$ cat src/rtl/rmii_rx_pkg.sv
// Shared types and constants for the RMII receive path.
// Latency: n/a (declarations only).
// Backpressure: n/a.
package rmii_rx_pkg;

  typedef enum logic [1:0] {
    ST_IDLE,
    ST_PREAMBLE,
    ST_DATA,
    ST_DROP
  } state_t;

  localparam logic [1:0]  PREAMBLE_DIBIT = 2'b01;
  localparam logic [1:0]  SFD_DIBIT      = 2'b11;
  localparam logic [31:0] CRC_POLY       = 32'hEDB88320;
  localparam logic [31:0] CRC_INIT       = 32'hFFFFFFFF;
  localparam logic [31:0] CRC_RESIDUE    = 32'hDEBB20E3;
  localparam int          FCS_BYTES      = 4;

endpackage

$ cat src/rtl/eth_crc32_d8.sv
// One-byte update of the reflected Ethernet CRC-32 (bit 0 of the byte first).
// Latency: combinational.
// Backpressure: none.
// Ports: crc_i current register, data_i byte, crc_o updated register.
module eth_crc32_d8
  import rmii_rx_pkg::*;
(
  input  logic [31:0] crc_i,
  input  logic [7:0]  data_i,
  output logic [31:0] crc_o
);

  always_comb begin
    crc_o = crc_i;
    for (int i = 0; i < 8; i++) begin
      if (crc_o[0] ^ data_i[i]) crc_o = (crc_o >> 1) ^ CRC_POLY;
      else                      crc_o = crc_o >> 1;
    end
  end

endmodule

$ cat src/rtl/rmii_frame_rx.sv
// RMII receive front end: preamble/SFD strip, byte assembly, FCS check and strip, AXIS byte out.
// Latency: tlast beat valid 3 clocks after the last FCS dibit is sampled (tready high).
// Backpressure: one holding register; payload bytes arriving while it is full are lost
//   (rx_overflow, frame marked bad); the tlast byte is held back until the register frees.
// Ports: m00_axis_aclk/aresetn clock and async reset; ETH_CRSDV/ETH_RXD/ETH_RXERR RMII pins;
//   m00_axis_t* AXIS byte master; rx_good/rx_bad/rx_overflow single-cycle status pulses.
module rmii_frame_rx
  import rmii_rx_pkg::*;
#(
  parameter int MIN_PREAMBLE_DIBITS = 8,
  parameter int MIN_FRAME_BYTES     = 64,
  parameter int MAX_FRAME_BYTES     = 1518
) (
  input  logic       m00_axis_aclk,
  input  logic       m00_axis_aresetn,
  input  logic       ETH_CRSDV,
  input  logic       ETH_RXERR,
  input  logic [1:0] ETH_RXD,
  output logic       m00_axis_tvalid,
  output logic [7:0] m00_axis_tdata,
  output logic       m00_axis_tlast,
  output logic       m00_axis_tuser,
  input  logic       m00_axis_tready,
  output logic       rx_good,
  output logic       rx_bad,
  output logic       rx_overflow
);

  localparam int          DL_DEPTH = FCS_BYTES + 1;
  localparam logic [2:0]  DL_FULL  = 3'(DL_DEPTH);
  localparam logic [7:0]  MIN_PRE  = 8'(MIN_PREAMBLE_DIBITS);
  localparam logic [15:0] MIN_B    = 16'(MIN_FRAME_BYTES);
  localparam logic [15:0] MAX_B    = 16'(MAX_FRAME_BYTES);

  // Two pin stages: s2 is the dibit being decided on, s1 is one cycle of lookahead
  // so a lone CRSDV=0 cycle can be told apart from the end of the frame.
  logic       s1_crs_q, s1_err_q, s2_crs_q, s2_err_q;
  logic [1:0] s1_rxd_q, s2_rxd_q;

  state_t      state_q;
  logic [7:0]  pre_cnt_q;
  logic [7:0]  sr_q;
  logic [1:0]  dibit_cnt_q;
  logic [31:0] crc_q;
  logic [15:0] byte_cnt_q;
  logic [7:0]  dl_q [DL_DEPTH];   // dl_q[DL_DEPTH-1] is the oldest byte
  logic [2:0]  dl_cnt_q;
  logic        bad_q;
  logic        pend_q, pend_user_q;
  logic        out_vld_q, out_last_q, out_user_q;
  logic [7:0]  out_dat_q;
  logic        bad_pulse_q, ovf_pulse_q;

  logic        dibit_take, frame_end, byte_done, oversize, emit_byte;
  logic        end_tlast, end_verdict, tlast_req, tlast_user, out_free, hs;
  logic [7:0]  byte_new;
  logic [31:0] crc_next;

  eth_crc32_d8 u_crc (
    .crc_i  (crc_q),
    .data_i (byte_new),
    .crc_o  (crc_next)
  );

  assign dibit_take  = (state_q == ST_DATA) && (s2_crs_q || s1_crs_q);
  assign frame_end   = (state_q == ST_DATA) && !s2_crs_q && !s1_crs_q;
  assign byte_new    = {s2_rxd_q, sr_q[7:2]};
  assign byte_done   = dibit_take && (dibit_cnt_q == 2'd3);
  assign oversize    = byte_done && (byte_cnt_q == MAX_B);
  assign emit_byte   = byte_done && !oversize && (dl_cnt_q == DL_FULL);
  assign end_tlast   = frame_end && (dl_cnt_q == DL_FULL);
  assign end_verdict = bad_q || s2_err_q || (crc_q != CRC_RESIDUE) ||
                       (byte_cnt_q < MIN_B) || (dibit_cnt_q != 2'd0);
  assign tlast_req   = pend_q || end_tlast || oversize;
  assign tlast_user  = pend_q ? pend_user_q : (oversize || end_verdict);
  assign out_free    = !out_vld_q || m00_axis_tready;
  assign hs          = out_vld_q && m00_axis_tready;

  assign m00_axis_tvalid = out_vld_q;
  assign m00_axis_tdata  = out_dat_q;
  assign m00_axis_tlast  = out_last_q;
  assign m00_axis_tuser  = out_user_q;
  assign rx_good         = hs && out_last_q && !out_user_q;
  assign rx_bad          = (hs && out_last_q && out_user_q) || bad_pulse_q;
  assign rx_overflow     = ovf_pulse_q;

  always_ff @(posedge m00_axis_aclk or negedge m00_axis_aresetn) begin
    if (!m00_axis_aresetn) begin
      s1_crs_q    <= 1'b0;
      s1_err_q    <= 1'b0;
      s1_rxd_q    <= 2'b00;
      s2_crs_q    <= 1'b0;
      s2_err_q    <= 1'b0;
      s2_rxd_q    <= 2'b00;
      state_q     <= ST_IDLE;
      pre_cnt_q   <= 8'd0;
      sr_q        <= 8'd0;
      dibit_cnt_q <= 2'd0;
      crc_q       <= CRC_INIT;
      byte_cnt_q  <= 16'd0;
      for (int i = 0; i < DL_DEPTH; i++) dl_q[i] <= 8'd0;
      dl_cnt_q    <= 3'd0;
      bad_q       <= 1'b0;
      pend_q      <= 1'b0;
      pend_user_q <= 1'b0;
      out_vld_q   <= 1'b0;
      out_dat_q   <= 8'd0;
      out_last_q  <= 1'b0;
      out_user_q  <= 1'b0;
      bad_pulse_q <= 1'b0;
      ovf_pulse_q <= 1'b0;
    end else begin
      s1_crs_q    <= ETH_CRSDV;
      s1_err_q    <= ETH_RXERR;
      s1_rxd_q    <= ETH_RXD;
      s2_crs_q    <= s1_crs_q;
      s2_err_q    <= s1_err_q;
      s2_rxd_q    <= s1_rxd_q;
      bad_pulse_q <= 1'b0;
      ovf_pulse_q <= 1'b0;

      case (state_q)
        ST_IDLE: begin
          if (s2_crs_q) begin
            if (s2_rxd_q == PREAMBLE_DIBIT) begin
              state_q   <= ST_PREAMBLE;
              pre_cnt_q <= 8'd1;
            end else begin
              state_q     <= ST_DROP;
              bad_pulse_q <= 1'b1;
            end
          end
        end

        ST_PREAMBLE: begin
          if (!s2_crs_q) begin
            state_q <= ST_IDLE;
          end else if (s2_rxd_q == PREAMBLE_DIBIT) begin
            if (pre_cnt_q != 8'hFF) pre_cnt_q <= pre_cnt_q + 8'd1;
          end else if ((s2_rxd_q == SFD_DIBIT) && (pre_cnt_q >= MIN_PRE)) begin
            if (pend_q) begin
              // Previous frame's tlast still owns the delay line.
              state_q     <= ST_DROP;
              bad_pulse_q <= 1'b1;
              ovf_pulse_q <= 1'b1;
            end else begin
              state_q     <= ST_DATA;
              dibit_cnt_q <= 2'd0;
              crc_q       <= CRC_INIT;
              byte_cnt_q  <= 16'd0;
              dl_cnt_q    <= 3'd0;
              bad_q       <= 1'b0;
            end
          end else begin
            state_q     <= ST_DROP;
            bad_pulse_q <= 1'b1;
          end
        end

        ST_DATA: begin
          if (s2_err_q) bad_q <= 1'b1;
          if (frame_end) begin
            state_q <= ST_IDLE;
            // Too short to hold a payload byte plus FCS: nothing to emit.
            if (!end_tlast) bad_pulse_q <= 1'b1;
          end else if (dibit_take) begin
            sr_q        <= byte_new;
            dibit_cnt_q <= dibit_cnt_q + 2'd1;
            if (byte_done) begin
              crc_q      <= crc_next;
              byte_cnt_q <= byte_cnt_q + 16'd1;
              if (oversize) begin
                // Oldest byte leaves as a bad tlast; rx_bad comes with its transfer.
                state_q <= ST_DROP;
              end else begin
                dl_q[0] <= byte_new;
                for (int i = 1; i < DL_DEPTH; i++) dl_q[i] <= dl_q[i-1];
                if (dl_cnt_q != DL_FULL) dl_cnt_q <= dl_cnt_q + 3'd1;
                if (emit_byte && !out_free) begin
                  ovf_pulse_q <= 1'b1;
                  bad_q       <= 1'b1;
                end
              end
            end
          end
        end

        ST_DROP: begin
          if (!s2_crs_q && !s1_crs_q) state_q <= ST_IDLE;
        end

        default: state_q <= ST_IDLE;
      endcase

      // Output holding register; the tlast byte always comes from the oldest
      // delay-line entry, which stays frozen while it is pending.
      if (out_free) begin
        if (tlast_req) begin
          out_vld_q  <= 1'b1;
          out_dat_q  <= dl_q[DL_DEPTH-1];
          out_last_q <= 1'b1;
          out_user_q <= tlast_user;
          pend_q     <= 1'b0;
        end else if (emit_byte) begin
          out_vld_q  <= 1'b1;
          out_dat_q  <= dl_q[DL_DEPTH-1];
          out_last_q <= 1'b0;
          out_user_q <= 1'b0;
        end else begin
          out_vld_q  <= 1'b0;
        end
      end else if (tlast_req) begin
        pend_q      <= 1'b1;
        pend_user_q <= tlast_user;
      end
    end
  end

endmodule

$ cat config.mk
export PLATFORM = sky130hd
export DESIGN_NAME = rmii_frame_rx
export DESIGN_NICKNAME = d
export VERILOG_FILES = /design/src/rtl/rmii_rx_pkg.sv /design/src/rtl/eth_crc32_d8.sv /design/src/rtl/rmii_frame_rx.sv
export SDC_FILE = /design/constraint.sdc
export NUM_CORES = 1
export LEC_CHECK = 0
export ABC_CLOCK_PERIOD_IN_PS = 2600
export CORE_MARGIN = 8
export CORE_UTILIZATION = 43
export DETAILED_ROUTE_END_ITERATION = 16
export MAX_ROUTING_LAYER = met4
export PLACE_DENSITY_LB_ADDON = 0.2
export SYNTH_ARGS = -nofsm -noshare
export SYNTH_HDL_FRONTEND = slang
export SYNTH_HIERARCHICAL = 1
export SYNTH_SLANG_ARGS = --single-unit
$ cat constraint.sdc
create_clock -name m00_axis_aclk -period 2.6 [get_ports m00_axis_aclk]
set_input_delay 0.26 -clock m00_axis_aclk [delete_from_list [all_inputs] [get_ports m00_axis_aclk]]
set_output_delay 0.26 -clock m00_axis_aclk [all_outputs]
set_load 0.05 [all_outputs]
==> summary.md, run 1 <==
| Metric | Value |
|---|---|
| Status | `complete, no violations` |
| Final critical-path share of the clock period | `93.4%` |
| Fmax achieved | `412 MHz` |
| Capturing element type of the critical path | `register` |
| Total inserted antenna cells | `0` |
| Accumulated negative setup slack | `0 ns` |
| Total vias in the final route | `4861` |
| Maximum root-to-sink buffer count | `2` |
| Ys Warns | `6` |
| Top Layer Used | `met4` |
| Buffers on Ports | `20` |
| CTS H-tree lvls | `4` |
| Storage cell area | `3370 µm²` |
| Layout fillers | `1386` |
| CP Class | `reg2reg` |
| Die W | `143 µm` |
| Total congestion overflow | `0` |
| Number of nets in the final layout | `691` |
| Placer congestion estimate | `0.858` |
| Number of I/O pins | `21` |
| Combinational Power Share | `46.8%` |
| Total of max-cap violations | `0` |
| Growth of design area from synthesis to finish | `17.5%` |
| Floorplan row count | `46` |
| First-pass GRT wire length | `25200 µm` |
| Overall die height | `143 µm` |
| Net count of the mapped netlist | `654` |
| Worst slew margin | `31.2%` |
| HPWL Detailed | `10000 µm` |
| Die Area | `20400 µm²` |
| Total area of multi-input combinational cells | `3270 µm²` |
| Average wire length per cell after detail routing | `16.8 µm` |
| Vias in the first global route | `4905` |
| Metal2 WL | `7560 µm` |
| Leading cell type in the layout, fill and taps excluded | `dfrtp_1` |
| Mapped Cells | `634` |
| Chain of cells forming the critical path | `inv_1 -> ha_1 -> o21a_1 -> nand2_1 -> nor2_2 -> mux2_2` |
| Residual DRC count | `0` |
| Setup violators final | `0` |
| Fraction of power consumed by the clock network | `25.1%` |
| Top cell type's share of synthesized area | `36.5%` |
| CP required | `2.91 ns` |
| Antenna violations before repair | `0` |
| Startpoint type of the worst setup path | `register` |
| Detailed-route wire length | `15100 µm` |
| P_sw | `0.00374 W` |
| Final cell count without fillers | `900` |
| Number of flops mapped to enable cells by yosys | `0` |
| Most frequent cells in the layout | `dfrtp_1 (101), inv_1 (47), nand2_1 (43), xnor2_1 (43), mux2_2 (40)` |
| Sequential fraction of the synthesis area | `48.7%` |
| Actual transition at the worst max-transition pin | `1.03 ns` |
| Clock Latency Late Sink | `0.43 ns` |
| Clock-pin slew on the worst setup and hold paths | `0.06 ns` |
| Detailed Route Iter0 Violations | `298` |
| Number of max-slew violations in the final report | `0` |
| Largest net degree at the start of global routing | `70` |
| Crit path max-delay cell type | `nor2_2` |
| Net switching fraction of the power | `38.0%` |
| Fraction of layout cells with a size suffix above 1 | `25.1%` |
| Post-synth top flop | `dfrtp_1` |
| Initial cell density of the core | `43.7%` |
| # clock sinks | `133` |
| IR drop worst, VDD | `0.000604 V` |
| Final critical-path required period | `2.43 ns` |
| PwrDens | `1210 nW/µm²` |
| Worst EP arrival | `2.73 ns` |
| Clock tree root driver cell | `clkbuf_16` |
| Fin. Hold Viols | `0` |
| Dpl cells | `862` |
| Register bit total from synthesis | `133` |
| Slowest Stage Delay on Critical Path | `0.84 ns` |
| Post-Place Cell Area | `7470 µm²` |
| Cell internal pwr | `0.00611 W` |
| Placeable core area | `15800 µm²` |
| Synthesized cell area | `6920 µm²` |
| Clock buffer count from CTS | `17` |
| Average via count per standard cell | `5.40` |
| Post-Layout Inst Area | `8130 µm²` |
| Share of power burned in registers | `28.1%` |
| Syn Area/Cell | `10.9 µm²` |
| Clock tree from TritonCTS | `built` |
| Unrepaired setup endpoints after global routing | `false` |
| Wire length on met3 | `460 µm` |
| Cells taking the most area after synthesis | `dfrtp_1 (37%), dfstp_2 (12%), mux2_2 (6.5%)` |
| Area leader, netlist | `dfrtp_1` |
| Number of iterations in the first detailed-routing pass | `5` |
| Worst min-delay path class | `in2reg` |
| Post-route clock skew | `0.0108 ns` |
| Critical path fanouts, max | `20` |
| Combined global-route utilization of all metal layers | `16.0%` |
| Leakage | `3.61 nW` |
| Distinct cell type count of the synthesized netlist | `68` |
| FFs w/ async S/R, synth | `100%` |
| Antenna-violating nets left | `0` |
| Length of routed wiring on met1 | `6970 µm` |
## path summary, 6_finish.rpt
check / slack, ns / startpoint / to / cells past startpoint
worst max-delay path: 0.17 / state_q[0] / dl_q[15] / 6
worst min-delay path: 0.27 / ETH_CRSDV / s1_crs_q / 1
worst max register to register: 0.17 / state_q[0] / dl_q[15] / 6
worst min register to register: 0.35 / s1_rxd_q[1] / s2_rxd_q[1] / 0
max in group asynchronous: 1.40 / m00_axis_aresetn / crc_q[2] / 3
min in group asynchronous: 0.43 / m00_axis_aresetn / byte_cnt_q[8] / 2
## cells by family (layout without fill, tap and decap cells)
family,Yosys count,in the layout,synth area share [%]
compound gates,120,120,11.8
mux,53,53,8.97
simple gates,167,168,12.6
xor+xnor,70,70,11.1
fa+ha+maj,13,13,2.35
buf+inv,78,127,4.56
flops,133,133,48.7
## routing by layer
| layer | track usage [%] | up-vias |
|---|---|---|
| li1 | - | 2315 |
| met1 | 19.6 | 2460 |
| met2 | 25.9 | 72 |
| met3 | 3.67 | 14 |
| met4 | 5.26 | 0 |
| met5 | - | - |
## registers in the layout, indices dropped and copies added, names as in the netlist, 2 cells and up
| register | flops |
|---|---|
| byte_cnt_q | 16 |
| crc_q | 32 |
| dibit_cnt_q | 2 |
| dl_cnt_q | 3 |
| dl_q | 40 |
| m00_axis_tdata | 8 |
| pre_cnt_q | 8 |
| s1_rxd_q | 2 |
| s2_rxd_q | 2 |
| sr_q | 6 |
| state_q | 2 |
## power groups by stage
stage	logic (W)	clock network, W	registers (W)
finish	0.00461	0.00247	0.00277
global route	0.00511	0.00260	0.00282
CTS	0.00463	0.00252	0.00277
detailed placement	0.00457	0	0.00280
global placement	0.00453	0	0.00279
floorplan	0.00364	0	0.00271
## cell type report
class | count | area share (%)
Sequential cell | 133 | 41.4
Multi-Input combinational cell | 424 | 40.3
Timing Repair Buffer | 48 | 5.40
Clock buffer | 18 | 5.28
Tap cell | 216 | 3.32
Clock inverter | 14 | 2.17
Inverter | 47 | 2.17
## per-stage QoR
step                      hold slack [ns]  power (W)  util [%]  setup slack, ns
after floorplan                   -0.0356    0.00635         -            0.415
after global placement              0.311    0.00733      47.2            0.149
after detailed placement            0.320    0.00738      47.2          0.00306
after CTS                           0.255    0.00992      51.1          0.00156
after global routing                0.261     0.0105      51.4         0.000611
final                               0.271    0.00985      51.4            0.172
## cells in the mapped netlist (2+ instances only)
library cell,number
dfrtp_1,101
inv_1,47
nand2_1,43
xnor2_1,43
mux2_2,40
nor3_1,37
a31oi_1,35
dfstp_2,32
clkbuf_1,22
nor2_1,22
o21ai_0,22
o31ai_1,17
nand3_1,16
a21oi_1,14
ha_1,13
xor2_1,12
mux2_4,8
nand4_1,8
buf_2,6
mux2i_1,5
nor4_1,5
xnor2_2,5
xor2_2,5
and3_1,4
nand2b_1,4
o211ai_1,4
or4_1,4
a21o_1,3
a22o_1,3
and4_1,3
nor4bb_1,3
or2_2,3
a211o_1,2
and2_1,2
and2_2,2
buf_6,2
nor2b_1,2
o21a_1,2
o21ai_1,2
o21ai_4,2
xor3_1,2
## worst max-delay path: cells and delay by family (launching register included)
family                   cells  cell delay (ns)
AO/OA/AOI/OAI                1             0.15
multiplexers                 1             0.42
AND/OR/NAND/NOR              2             1.04
adder cells (fa/ha/maj)      1             0.17
flip-flops                   1             0.41
buffers and inverters        1             0.11
## repair_timing
item	CTS	global route
setup endpoints to repair	0	38
hold endpoints to repair	43	0
hold buffers	1	0
buffers inserted	0	4
gates resized for setup	0	1
Power figures use the tool's default switching activity.
==> inputs of run 2 (changes only) <==
--- a/config.mk
+++ b/config.mk
@@ -15,3 +15,4 @@
 export SYNTH_HDL_FRONTEND = slang
 export SYNTH_HIERARCHICAL = 1
 export SYNTH_SLANG_ARGS = --single-unit
+export TNS_END_PERCENT = 50
==> summary.md, run 2 (synthesized netlist as in run 1, its figures left out) <==
| Metric | Value |
|---|---|
| Status | `complete, no violations (unchanged)` |
| Maximum root-to-sink buffer count | `2 (unchanged)` |
| Worst slew margin | `27.5% (was 31.2%)` |
| Number of iterations in the first detailed-routing pass | `5 (unchanged)` |
| Leading cell type in the layout, fill and taps excluded | `dfrtp_1 (unchanged)` |
| Largest register FFs | `40 (unchanged)` |
| Die Area | `20400 µm² (unchanged)` |
| Total area of multi-input combinational cells | `3270 µm² (about the same)` |
| Clock-pin slew on the worst setup and hold paths | `0.06 ns (about the same)` |
| Die W | `143 µm (unchanged)` |
| Clock Latency Late Sink | `0.43 ns (about the same)` |
| Final critical-path required period | `2.39 ns (was 2.43 ns)` |
| Number of I/O pins | `21 (unchanged)` |
| Fmax achieved | `419 MHz (was 412 MHz)` |
| Post-route clock skew | `0.0101 ns (was 0.0108 ns)` |
| Fin. Hold Viols | `0 (unchanged)` |
| Growth of design area from synthesis to finish | `17.5% (about the same)` |
| Placeable core area | `15800 µm² (unchanged)` |
| Most frequent cells in the layout | `dfrtp_1 (101), inv_1 (47), xnor2_1 (43) (was dfrtp_1 (101), inv_1 (47), nand2_1 (43), xnor2_1 (43), mux2_2 (40))` |
| Antenna violations before repair | `0 (unchanged)` |
| # clock sinks | `133 (unchanged)` |
| Unrepaired setup endpoints after global routing | `false (unchanged)` |
| Clock buffer count from CTS | `17 (unchanged)` |
| Top reg by flops | `dl_q (unchanged)` |
| Total inserted antenna cells | `0 (unchanged)` |
| Residual DRC count | `0 (unchanged)` |
| First-pass GRT wire length | `25200 µm (unchanged)` |
| Fraction of layout cells with a size suffix above 1 | `25.2% (was 25.1%)` |
| Largest registers | `dl_q (40), crc_q (32), byte_cnt_q (16) (unchanged)` |
| Critical path fanouts, max | `10 (was 20)` |
| Worst min-delay path class | `in2reg (unchanged)` |
| Accumulated negative setup slack | `0 ns (unchanged)` |
| Average via count per standard cell | `5.39 (was 5.40)` |
| Storage cell area | `3370 µm² (unchanged)` |
| HPWL Detailed | `10000 µm (unchanged)` |
| IR drop worst, VDD | `0.000605 V (was 0.000604 V)` |
| Combined global-route utilization of all metal layers | `16.0% (unchanged)` |
| Total of max-cap violations | `0 (unchanged)` |
| Actual transition at the worst max-transition pin | `1.09 ns (was 1.03 ns)` |
| Total vias in the final route | `4845 (was 4861)` |
| Floorplan row count | `46 (unchanged)` |
| Final critical-path share of the clock period | `91.8% (was 93.4%)` |
| Leakage | `3.60 nW (was 3.61 nW)` |
| Number of nets in the final layout | `690 (was 691)` |
| Initial cell density of the core | `43.7% (unchanged)` |
| Total congestion overflow | `0 (unchanged)` |
| PwrDens | `1210 nW/µm² (about the same)` |
| Buffers on Ports | `20 (unchanged)` |
| Layout fillers | `1386 (unchanged)` |
| Detailed-route wire length | `14800 µm (was 15100 µm)` |
| Clock tree from TritonCTS | `built (unchanged)` |
| Placer congestion estimate | `0.858 (unchanged)` |
| CP required | `2.91 ns (about the same)` |
| Largest net degree at the start of global routing | `70 (unchanged)` |
| CP Class | `reg2reg (unchanged)` |
| Setup violators final | `0 (unchanged)` |
| CTS H-tree lvls | `4 (unchanged)` |
| Startpoint type of the worst setup path | `register (unchanged)` |
| Number of max-slew violations in the final report | `0 (unchanged)` |
| Antenna-violating nets left | `0 (unchanged)` |
| Vias in the first global route | `4905 (unchanged)` |
| Average wire length per cell after detail routing | `16.5 µm (was 16.8 µm)` |
| Worst EP arrival | `2.69 ns (was 2.73 ns)` |
| Detailed Route Iter0 Violations | `258 (was 298)` |
| Overall die height | `143 µm (unchanged)` |
| Clock tree root driver cell | `clkbuf_16 (unchanged)` |
| Total chip power | `0.00984 W (was 0.00985 W)` |
| Capturing element type of the critical path | `register (unchanged)` |
-- run 2: cell count changes in the layout (fill, tap and decap cells not counted) --
cell	change
a21boi_0	-1
nand2_2	+1
nor2_2	-1
a21boi_1	+1
nand2_1	-1
-- run 2: worst max-delay path, stage by stage, from the launching register on --
cell	delay (ns)
dfrtp_1	0.44
or4b_4	0.56
or4_4	0.53
o21ai_4	0.21
o21ai_4	0.18
mux2_4	0.34
-- run 2: stage by stage --
step / worst slack [ns] / utilization, % / instance area (µm²) / hold WS [ns] / std cells
after CTS: 0.00156 / 51.1 / 8080 / 0.255 / 895
after global placement: 0.149 / 47.2 / 7470 / 0.311 / 862
after global routing: 0.000611 / 51.4 / 8130 / 0.261 / 899
after detailed placement: 0.00306 / 47.2 / 7470 / 0.320 / 862
final: 0.214 / 51.4 / 8130 / 0.272 / 899
after floorplan: 0.415 / - / 6920 / -0.0356 / 634
-- run 2: final timing paths --
check | to | cells after the start | from | slack [ns]
max | m00_axis_tdata[3] | 5 | byte_cnt_q[4] | 0.21
min | s1_crs_q | 1 | ETH_CRSDV | 0.27
max reg2reg | m00_axis_tdata[3] | 5 | byte_cnt_q[4] | 0.21
min reg2reg | s2_rxd_q[1] | 0 | s1_rxd_q[1] | 0.35
max in group asynchronous | crc_q[2] | 3 | m00_axis_aresetn | 1.40
min in group asynchronous | byte_cnt_q[8] | 2 | m00_axis_aresetn | 0.43
-- run 2: where the power goes --
part / internal (W) / leakage, nW / switching, W / total (W)
Clock: 0.00152 / 0.291 / 0.000949 / 0.00247
Combinational: 0.00213 / 1.61 / 0.00247 / 0.00461
Sequential: 0.00246 / 1.70 / 0.000309 / 0.00277
Total: 0.00611 / 3.60 / 0.00373 / 0.00984
-- run 2: repair_timing --
action | CTS | global route
resized for setup | 0 | 3
setup endpoints to repair | 0 | 38
hold buffers | 1 | 0
hold endpoints to repair | 43 | 0
buffers inserted | 0 | 4
-- run 2: layout make-up --
class / count / area share (%)
inverters: 47 / 2.17
well taps: 216 / 3.32
multi-input cells: 423 / 40.2
flip-flops and latches: 133 / 41.4
clock inverters: 14 / 2.17
clock buffers: 18 / 5.28
repair buffers: 48 / 5.40
-- run 2: routing by layer --
metal,global-route usage (%),share of wire [%],vias to the layer above
met5,-,0,-
li1,-,-,2314
met2,25.9,50,69
met4,5.26,1.2,0
met1,19.6,46,2444
met3,3.67,2.9,18
